<file path="config.mk">
export PLATFORM = sky130hd
export DESIGN_NAME = song_sequencer
export DESIGN_NICKNAME = d
export VERILOG_FILES = /design/src/rtl/song_sequencer.sv
export SDC_FILE = /design/constraint.sdc
export NUM_CORES = 1
export LEC_CHECK = 0
export ABC_AREA = 1
export ABC_CLOCK_PERIOD_IN_PS = 3110
export BUFFER_PORTS_ARGS = -buffer_cell sky130_fd_sc_hd__buf_2
export CAP_MARGIN = 20
export CELL_PAD_IN_SITES_DETAIL_PLACEMENT = 1
export CELL_PAD_IN_SITES_GLOBAL_PLACEMENT = 2
export CORE_MARGIN = 10
export CORE_UTILIZATION = 34
export CTS_CLUSTER_SIZE = 14
export DETAILED_ROUTE_END_ITERATION = 10
export GPL_ROUTABILITY_DRIVEN = 0
export PLACE_DENSITY_LB_ADDON = 0.1
export SYNTH_ARGS = -nofsm -noshare
export SYNTH_HDL_FRONTEND = slang
export SYNTH_SLANG_ARGS = --single-unit
</file>
<file path="constraint.sdc">
create_clock -name CLOCK_50 -period 3.11 [get_ports CLOCK_50]
set_input_delay 0.622 -clock CLOCK_50 [delete_from_list [all_inputs] [get_ports CLOCK_50]]
set_output_delay 0.622 -clock CLOCK_50 [all_outputs]
set_load 0.005 [all_outputs]
</file>
<file path="src/rtl/song_sequencer.sv">
// Two-song, 16-step melody sequencer that drives an external tone generator with a half-period and an enable.
// Define SONG_SEQ_LOOP_EN to let loop=1 restart the latched song from DONE instead of returning to IDLE.
`timescale 1ns/1ps
module song_sequencer #(
    parameter int BEAT_CYCLES = 50000000,
    parameter int GAP_CYCLES  = 2500000
) (
    input  logic        CLOCK_50,
    input  logic        Resetn,
    input  logic        start,
    input  logic        song_sel,
    input  logic        stop,
    input  logic        loop,
    output logic        busy,
    output logic        done,
    output logic        tone_en,
    output logic [19:0] tone_half_period,
    output logic [3:0]  step_idx
);

    localparam int PLAY_CYCLES = BEAT_CYCLES - GAP_CYCLES;
    localparam int CNT_W       = $clog2(BEAT_CYCLES);

    localparam logic [CNT_W-1:0] PLAY_LAST = CNT_W'(PLAY_CYCLES - 1);
    localparam logic [CNT_W-1:0] GAP_LAST  = CNT_W'(GAP_CYCLES - 1);

    localparam logic [1:0] S_IDLE = 2'd0;
    localparam logic [1:0] S_PLAY = 2'd1;
    localparam logic [1:0] S_GAP  = 2'd2;
    localparam logic [1:0] S_DONE = 2'd3;

    // Note tables, step 0 in the least significant 3 bits.
    localparam logic [47:0] SONG0 = {3'd0, 3'd1, 3'd2, 3'd2, 3'd3, 3'd3, 3'd4, 3'd4,
                                     3'd0, 3'd5, 3'd6, 3'd6, 3'd5, 3'd5, 3'd1, 3'd1};
    localparam logic [47:0] SONG1 = {3'd0, 3'd1, 3'd2, 3'd3, 3'd2, 3'd2, 3'd1, 3'd1,
                                     3'd0, 3'd1, 3'd2, 3'd3, 3'd0, 3'd1, 3'd2, 3'd3};

    function automatic logic [2:0] song_note(input logic sel, input logic [3:0] idx);
        logic [2:0] n;
        if (sel) n = SONG1[int'(idx) * 3 +: 3];
        else     n = SONG0[int'(idx) * 3 +: 3];
        return n;
    endfunction

    function automatic logic [19:0] note_half_period(input logic [2:0] n);
        logic [19:0] hp;
        case (n)
            3'd1:    hp = 20'd191113;
            3'd2:    hp = 20'd170262;
            3'd3:    hp = 20'd151686;
            3'd4:    hp = 20'd143173;
            3'd5:    hp = 20'd127553;
            3'd6:    hp = 20'd113636;
            3'd7:    hp = 20'd101238;
            default: hp = 20'd0;
        endcase
        return hp;
    endfunction

    logic [1:0]       state_q, state_d;
    logic [3:0]       step_q, step_d;
    logic [CNT_W-1:0] cnt_q, cnt_d;
    logic             song_q, song_d;
    logic             busy_q, busy_d;
    logic             done_q, done_d;
    logic             tone_en_q, tone_en_d;
    logic [19:0]      half_q, half_d;
    logic [2:0]       note_d;

`ifndef SONG_SEQ_LOOP_EN
    logic unused_loop;
    assign unused_loop = loop;
`endif

    always_comb begin
        // NOTE: every signal gets a default before the case so no path leaves it unassigned (no latches).
        state_d = state_q;
        step_d  = step_q;
        cnt_d   = cnt_q;
        song_d  = song_q;

        case (state_q)
            S_IDLE: begin
                if (start && !stop) begin
                    state_d = S_PLAY;
                    song_d  = song_sel;
                    step_d  = 4'd0;
                    cnt_d   = '0;
                end
            end
            S_PLAY: begin
                if (cnt_q == PLAY_LAST) begin
                    state_d = S_GAP;
                    cnt_d   = '0;
                end else begin
                    cnt_d = cnt_q + 1'b1;
                end
            end
            S_GAP: begin
                if (cnt_q == GAP_LAST) begin
                    cnt_d = '0;
                    if (step_q == 4'd15) begin
                        state_d = S_DONE;
                    end else begin
                        state_d = S_PLAY;
                        step_d  = step_q + 4'd1;
                    end
                end else begin
                    cnt_d = cnt_q + 1'b1;
                end
            end
            S_DONE: begin
                state_d = S_IDLE;
                step_d  = 4'd0;
                cnt_d   = '0;
`ifdef SONG_SEQ_LOOP_EN
                if (loop) state_d = S_PLAY;
`endif
            end
            default: begin
                state_d = S_IDLE;
                step_d  = 4'd0;
                cnt_d   = '0;
            end
        endcase

        // Abort overrides every transition above, including a loop restart.
        if (stop && state_q != S_IDLE) begin
            state_d = S_IDLE;
            step_d  = 4'd0;
            cnt_d   = '0;
        end

        // Outputs are derived from the next state so they can be registered with no extra cycle of lag.
        note_d    = song_note(song_d, step_d);
        busy_d    = (state_d != S_IDLE);
        done_d    = (state_d == S_DONE);
        tone_en_d = (state_d == S_PLAY) && (note_d != 3'd0);
        case (state_d)
            S_PLAY:  half_d = note_half_period(note_d);
            S_IDLE:  half_d = 20'd0;
            default: half_d = half_q;
        endcase
    end

    // NOTE: sequential state uses non-blocking assignments and resets asynchronously on Resetn low.
    always_ff @(posedge CLOCK_50 or negedge Resetn) begin
        if (!Resetn) begin
            state_q   <= S_IDLE;
            step_q    <= 4'd0;
            cnt_q     <= '0;
            song_q    <= 1'b0;
            busy_q    <= 1'b0;
            done_q    <= 1'b0;
            tone_en_q <= 1'b0;
            half_q    <= 20'd0;
        end else begin
            state_q   <= state_d;
            step_q    <= step_d;
            cnt_q     <= cnt_d;
            song_q    <= song_d;
            busy_q    <= busy_d;
            done_q    <= done_d;
            tone_en_q <= tone_en_d;
            half_q    <= half_d;
        end
    end

    assign busy             = busy_q;
    assign done             = done_q;
    assign tone_en          = tone_en_q;
    assign tone_half_period = half_q;
    assign step_idx         = step_q;

endmodule

</file>
After elaboration in Yosys (flattened, before gate mapping) --
Cells that the tools add are included.
Word-level totals: register bits 56, bits in latches 0, memory bits (writable) 0, ROM bits 0, input bits 6, output and inout bits 27, logic and storage cells 60, memories kept 0
Operators by class: add/subtract/negate cells 2, $mul 1, div/mod/pow operators 0, order comparisons 0, equality and inequality tests 16, shift operators 2, mux-type cells 21, bitwise gates (word level) 0, reduce and logical (&&, ||, !) cells 10
Operators by type and width (number):
- case mux 18 bit (7 select lines) | 1
- two-way mux 26 bit | 4
- case mux 26 bit (4 select lines) | 1
- variable part select 48 x 32 -> 3 bit, first input constant | 1
- variable part select 48 x 7 -> 3 bit, first input constant | 1
- case mux 20 bit (2 select lines) | 1
- adder 26 x 1 -> 26 bit, second input constant | 1
- == test 26 x 22 -> 1 bit, second input constant | 1
- == test 26 bit, second input constant | 1
- two-way mux 4 bit | 4
- == test 3 bit, second input constant | 4
- case mux 4 bit (3 select lines) | 1
- two-way mux 2 bit | 5
- case mux 2 bit (4 select lines) | 1
- == test 2 bit, second input constant | 3
- == test 3 x 2 -> 1 bit, second input constant | 2
- multiplier 4 x 2 -> 6 bit, second input constant | 1
- nonzero test 2 bit | 3
- adder 4 x 1 -> 4 bit, second input constant | 1
- == test 2 x 1 -> 1 bit, second input constant | 2
- == test 4 bit, second input constant | 1
- logical NOT 2 bit | 2
- == test 3 x 1 -> 1 bit, second input constant | 1
- logical AND 1 bit | 3
- other kinds (5) | 6

Longest topological paths before layout --
word-level depth 11, depth in mapped cells 21, mapped depth without buffers 21

Worst setup path after synthesis --
No wires, ideal clock.
kind input-to-reg, from input port stop, to register half_q[12] (netlist: tone_half_period[12]), library setup time 116 ps, data arrival time 2304 ps, required time 2994 ps, slack 690 ps, cell stages on the path 17, path buffers 0, cell sequence inv_1 -> nand2_1 -> nand2_2 -> clkinv_1 -> o21ai_1 -> nand2_2 -> nand2_1 -> inv_1 -> ha_1 -> inv_1 -> nand2_1 -> nand3_1 -> nand2_4 -> o21ai_4 -> nand2_2 -> nand2_1 -> nand2_1
On the way: word-level cells in the longest chain between the ends 11, elaborated cells between the ends (all ways) 27, classes of those cells mul: 1; eq/ne: 8; shift: 2; mux: 11; reduce/logical: 5
Ends and longest elaborated chain:
- start: declaration | line 12 | input logic stop,
- logical NOT 1 bit | line 84 | if (start && !stop) begin
- logical AND 1 bit | line 84
- two-way mux 4 bit | line 84
- case mux 4 bit (3 select lines) | line 82 | case (state_q)
- two-way mux 4 bit * | line 128 | if (stop && state_q != S_IDLE) begin
- named net step_d[1] | line 61 | logic [3:0] step_q, step_d;
- multiplier 4 x 2 -> 6 bit * | line 40, 41
- variable part select 48 x 7 -> 3 bit or variable part select 48 x 32 -> 3 bit (tied branches) | line 41, 40
- two-way mux 3 bit * | line 40 | if (sel) n = SONG1[int'(idx) * 3 +: 3];
- == test 3 bit (tied with other cells) | line 47 | case (n)
- case mux 18 bit (7 select lines) * | line 47
- case mux 20 bit (2 select lines) * | line 139 | case (state_d)
- end signal: assignment | line 165 | half_q <= half_d;
- end: declaration | line 67 | logic [19:0] half_q, half_d;
Mark *: on every way through the listed nets, which the timed path passes. The rest lies on a longest branch. The select of a mux whose other input is x is not followed. A chain may end at the register's enable or synchronous reset.

Final worst setup path --
from register cnt_q[0], to register half_q[17] (netlist: tone_half_period[17])
On the way: word-level cells in the longest chain between the ends 10, elaborated cells between the ends (all ways) 25, classes of those cells mul: 1; eq/ne: 10; shift: 2; mux: 10; reduce/logical: 2
Ends and longest elaborated chain:
- start: declaration | line 62 | logic [CNT_W-1:0] cnt_q, cnt_d;
- start signal: assignment | line 160 | cnt_q <= cnt_d;
- == test 26 x 22 -> 1 bit | line 100 | if (cnt_q == GAP_LAST) begin
- two-way mux 4 bit | line 100
- case mux 4 bit (3 select lines) | line 82
- two-way mux 4 bit | line 128
- multiplier 4 x 2 -> 6 bit | line 40, 41
- variable part select 48 x 7 -> 3 bit or variable part select 48 x 32 -> 3 bit (tied branches) | line 41, 40
- two-way mux 3 bit | line 40
- == test 3 bit (tied with other cells) | line 47
- case mux 18 bit (7 select lines) | line 47
- case mux 20 bit (2 select lines) | line 139
Several ways; a longest one is shown, not always the timed one. The select of a mux whose other input is x is not followed.

==> run metrics <==
met2 WL post-DR=4380 um; WP data arrival=3.00 ns; period utilisation layout=0.893; post-layout min period=2.78 ns; sequential-to-total area share from yosys stat=0.403; deepest clock path buffer count=2; syn_area_per_cell=7.35 um^2; # rows=36; Antenna Nets Post-Route=0; total number of vias=3035; I/O Pins=33; height of the chip=119 um; vias in the first global route=3315; first-pass GRT wire length=16500 um; worst path required time=3.33 ns; # Max-Cap Violations=0; Crit. End Element=register; #FFs+latches synth=54; highest metal layer with signal wires=met4; maximum fanout along the worst path=7; Hold Crit Class=in2async; core footprint=9680 um^2; Worst Tran Pin Value=0.895 ns; Worst R2R Start=cnt_q[0]; status=complete, no violations; R2R Setup Slk=0.33 ns; post-synth cell types=41; multi-input logic area=1730 um^2; Mapped Cells=456; Port Buffers=29; worst relative slew slack=0.403; H-tree Lvls=2; grt total ovfl=0; P per Cell Area=816 nW/um^2; Synth Warn #=0; CP Launch Point=cnt_q[0]; Root Driver=clkbuf_8; Metal-1 WL=4820 um; area grow syn2layout=13.6%; fillers=1227; DP Worst Slack=0.277 ns; final-stage net count=508; largest net degree at the start of global routing=39; RSZ-0062 raised after global routing=false; Final setup viols=0; Worst VDD drop=0.000388 V; 1st-pass router iterations=4; TritonCTS clock tree=built; Max Clk Rate=360 MHz; CP startpoint kind=register; die area=14200 um^2; clk_skew=0.00937 ns; Worst-Skew Late Latency=0.32 ns; share of post-route cells with drive strength above 1=0.184; initial core utilization=0.346; Worst Hold Margin=0.416 ns; vias per cell=4.83; leak pwr=0.00184 uW; clock slew at reported path FFs=0.11 ns; setup ws final=0.331 ns; final hold vios=0; setup_tns=0 ns; Final Max Tran Viols=0; Mapped Area=3350 um^2; clk sinks=54; DRC=0; DR iter-0 viols=113; Setup CP Type=reg2reg; met3 routed WL=363 um; Sequential Area=1350 um^2; total power=3110 uW; Wirelength per Cell=15.3 um; CTS Buf Count=5; DP HPWL=7520 um; initial antenna violation count=0; n_diodes=0; Die X=119 um; WL final=9630 um; CTS Hold Buffers Added=0; GR Util All Layers=0.138
==> placed cells by master (no fill, tap or decap), types with 7 or more instances in the layout <==
master | synthesis | final
a21oi_1 | 14 | 14
buf_4 | 3 | 7
nor2_2 | 7 | 7
nand3_1 | 34 | 34
nor2_1 | 49 | 49
nand2_1 | 122 | 122
inv_1 | 54 | 54
ha_1 | 8 | 8
o21ai_0 | 12 | 12
buf_2 | 1 | 29
nand2_2 | 13 | 13
nor3_1 | 14 | 14
dfrtp_1 | 54 | 53
==> synth_stat cells <==
cell	n	area share
nand2_1	122	0.14
dfrtp_1	54	0.40
inv_1	54	0.060
nor2_1	49	0.055
nand3_1	34	0.051
a21oi_1	14	0.021
nor3_1	14	0.021
nand2_2	13	0.024
o21ai_0	12	0.018
ha_1	8	0.030
nor2_2	7	0.013
inv_2	6	0.0067
nand3_2	6	0.018
nand4_1	6	0.011
o21ai_1	6	0.0090
xor2_1	6	0.016
nor4_1	5	0.0093
nor2_4	4	0.013
buf_4	3	0.0067
clkinv_1	3	0.0034
nor3b_1	3	0.0067
a21oi_2	2	0.0052
a21oi_4	2	0.0097
a221oi_1	2	0.0052
clkbuf_1	2	0.0022
nand2_4	2	0.0067
o211ai_1	2	0.0045
or2_2	2	0.0037
a211oi_1	1	0.0022
a21boi_0	1	0.0022
a21o_1	1	0.0022
a2bb2oi_1	1	0.0026
buf_2	1	0.0015
conb_1	1	0.0011
nand3b_1	1	0.0022
o21a_1	1	0.0022
o21ai_2	1	0.0026
o21ai_4	1	0.0049
o21bai_1	1	0.0022
o22ai_1	1	0.0019
o31ai_1	1	0.0022
==> flip-flops by register name, indices dropped and copies added, names as in the netlist <==
signal and flops:
tone_en 1, state_q 2, step_idx 4, tone_half_period 18
song_q 1, busy 1, cnt_q 26, done 1
==> path summary, 6_finish.rpt <==
check,endpoint,cells after the start
setup / recovery,tone_half_period[17],18
hold / removal,step_idx[2],1
setup reg to reg,tone_half_period[17],18
hold reg to reg,tone_half_period[14],2
max in group asynchronous,cnt_q[15],2
min in group CLOCK_50,tone_half_period[14],2
==> logic make-up after synthesis <==
kind of cell               count (synthesis)  share of synthesized area
buffers and inverters                     69                     0.0810
AOI/OAI and AO/OA                         50                     0.0978
and+or+nand+nor                          268                      0.372
DFF                                       54                      0.403
xor gates and xnor gates                   6                     0.0157
adders and majority gates                  8                     0.0299
other                                      1                    0.00112
==> through the flow <==
step	cells	instance area [um^2]	utilization
6_report	628	3810	0.393
4_1_cts	628	3810	0.393
2_1_floorplan	457	3360	-
5_1_grt	628	3810	0.393
3_3_place_gp	620	3690	0.381
3_5_place_dp	620	3690	0.381
==> layer usage <==
layer  global-route usage  up-vias
met2                0.228       38
met4               0.0226        0
li1                     -     1529
met1                0.187     1464
met3               0.0260        4
met5                    0        -
==> critical path, stage by stage, from the launching register on <==
cell and delay (ns):
dfrtp_1 0.41, ha_1 0.20, nand2_1 0.11, nor2_4 0.15
nand2_1 0.09, nor2_1 0.10, nand3_1 0.12, nand2_1 0.09
nand3_1 0.10, nand2_2 0.12, nand2_1 0.14, ha_1 0.22
nand3b_1 0.14, nand3_1 0.13, nand2_4 0.11, o21ai_4 0.21
nand2_2 0.10, nand2_1 0.08, nand2_1 0.05
==> area by class of cell <==
type	count	area share
sequential	54	0.355
tap	133	0.0437
inverter	63	0.0621
clock buffer	6	0.0217
clock inverter	2	0.0102
multi-input combinational	334	0.455
timing repair buffer	36	0.0519
==> what timing repair did <==
item / CTS / global route
gates resized for setup: 0 / 1
setup buffers: 0 / 0
setup endpoints to repair: 0 / 2
==> power breakdown <==
group	switching, uW	leakage (uW)	internal [uW]	total, uW
combinational	1150	0.00105	519	1670
sequential	74.7	0.000730	840	915
clock	256	0.0000618	266	522
total	1480	0.00184	1620	3110
Note: power is estimated with default switching activity, not from simulation.
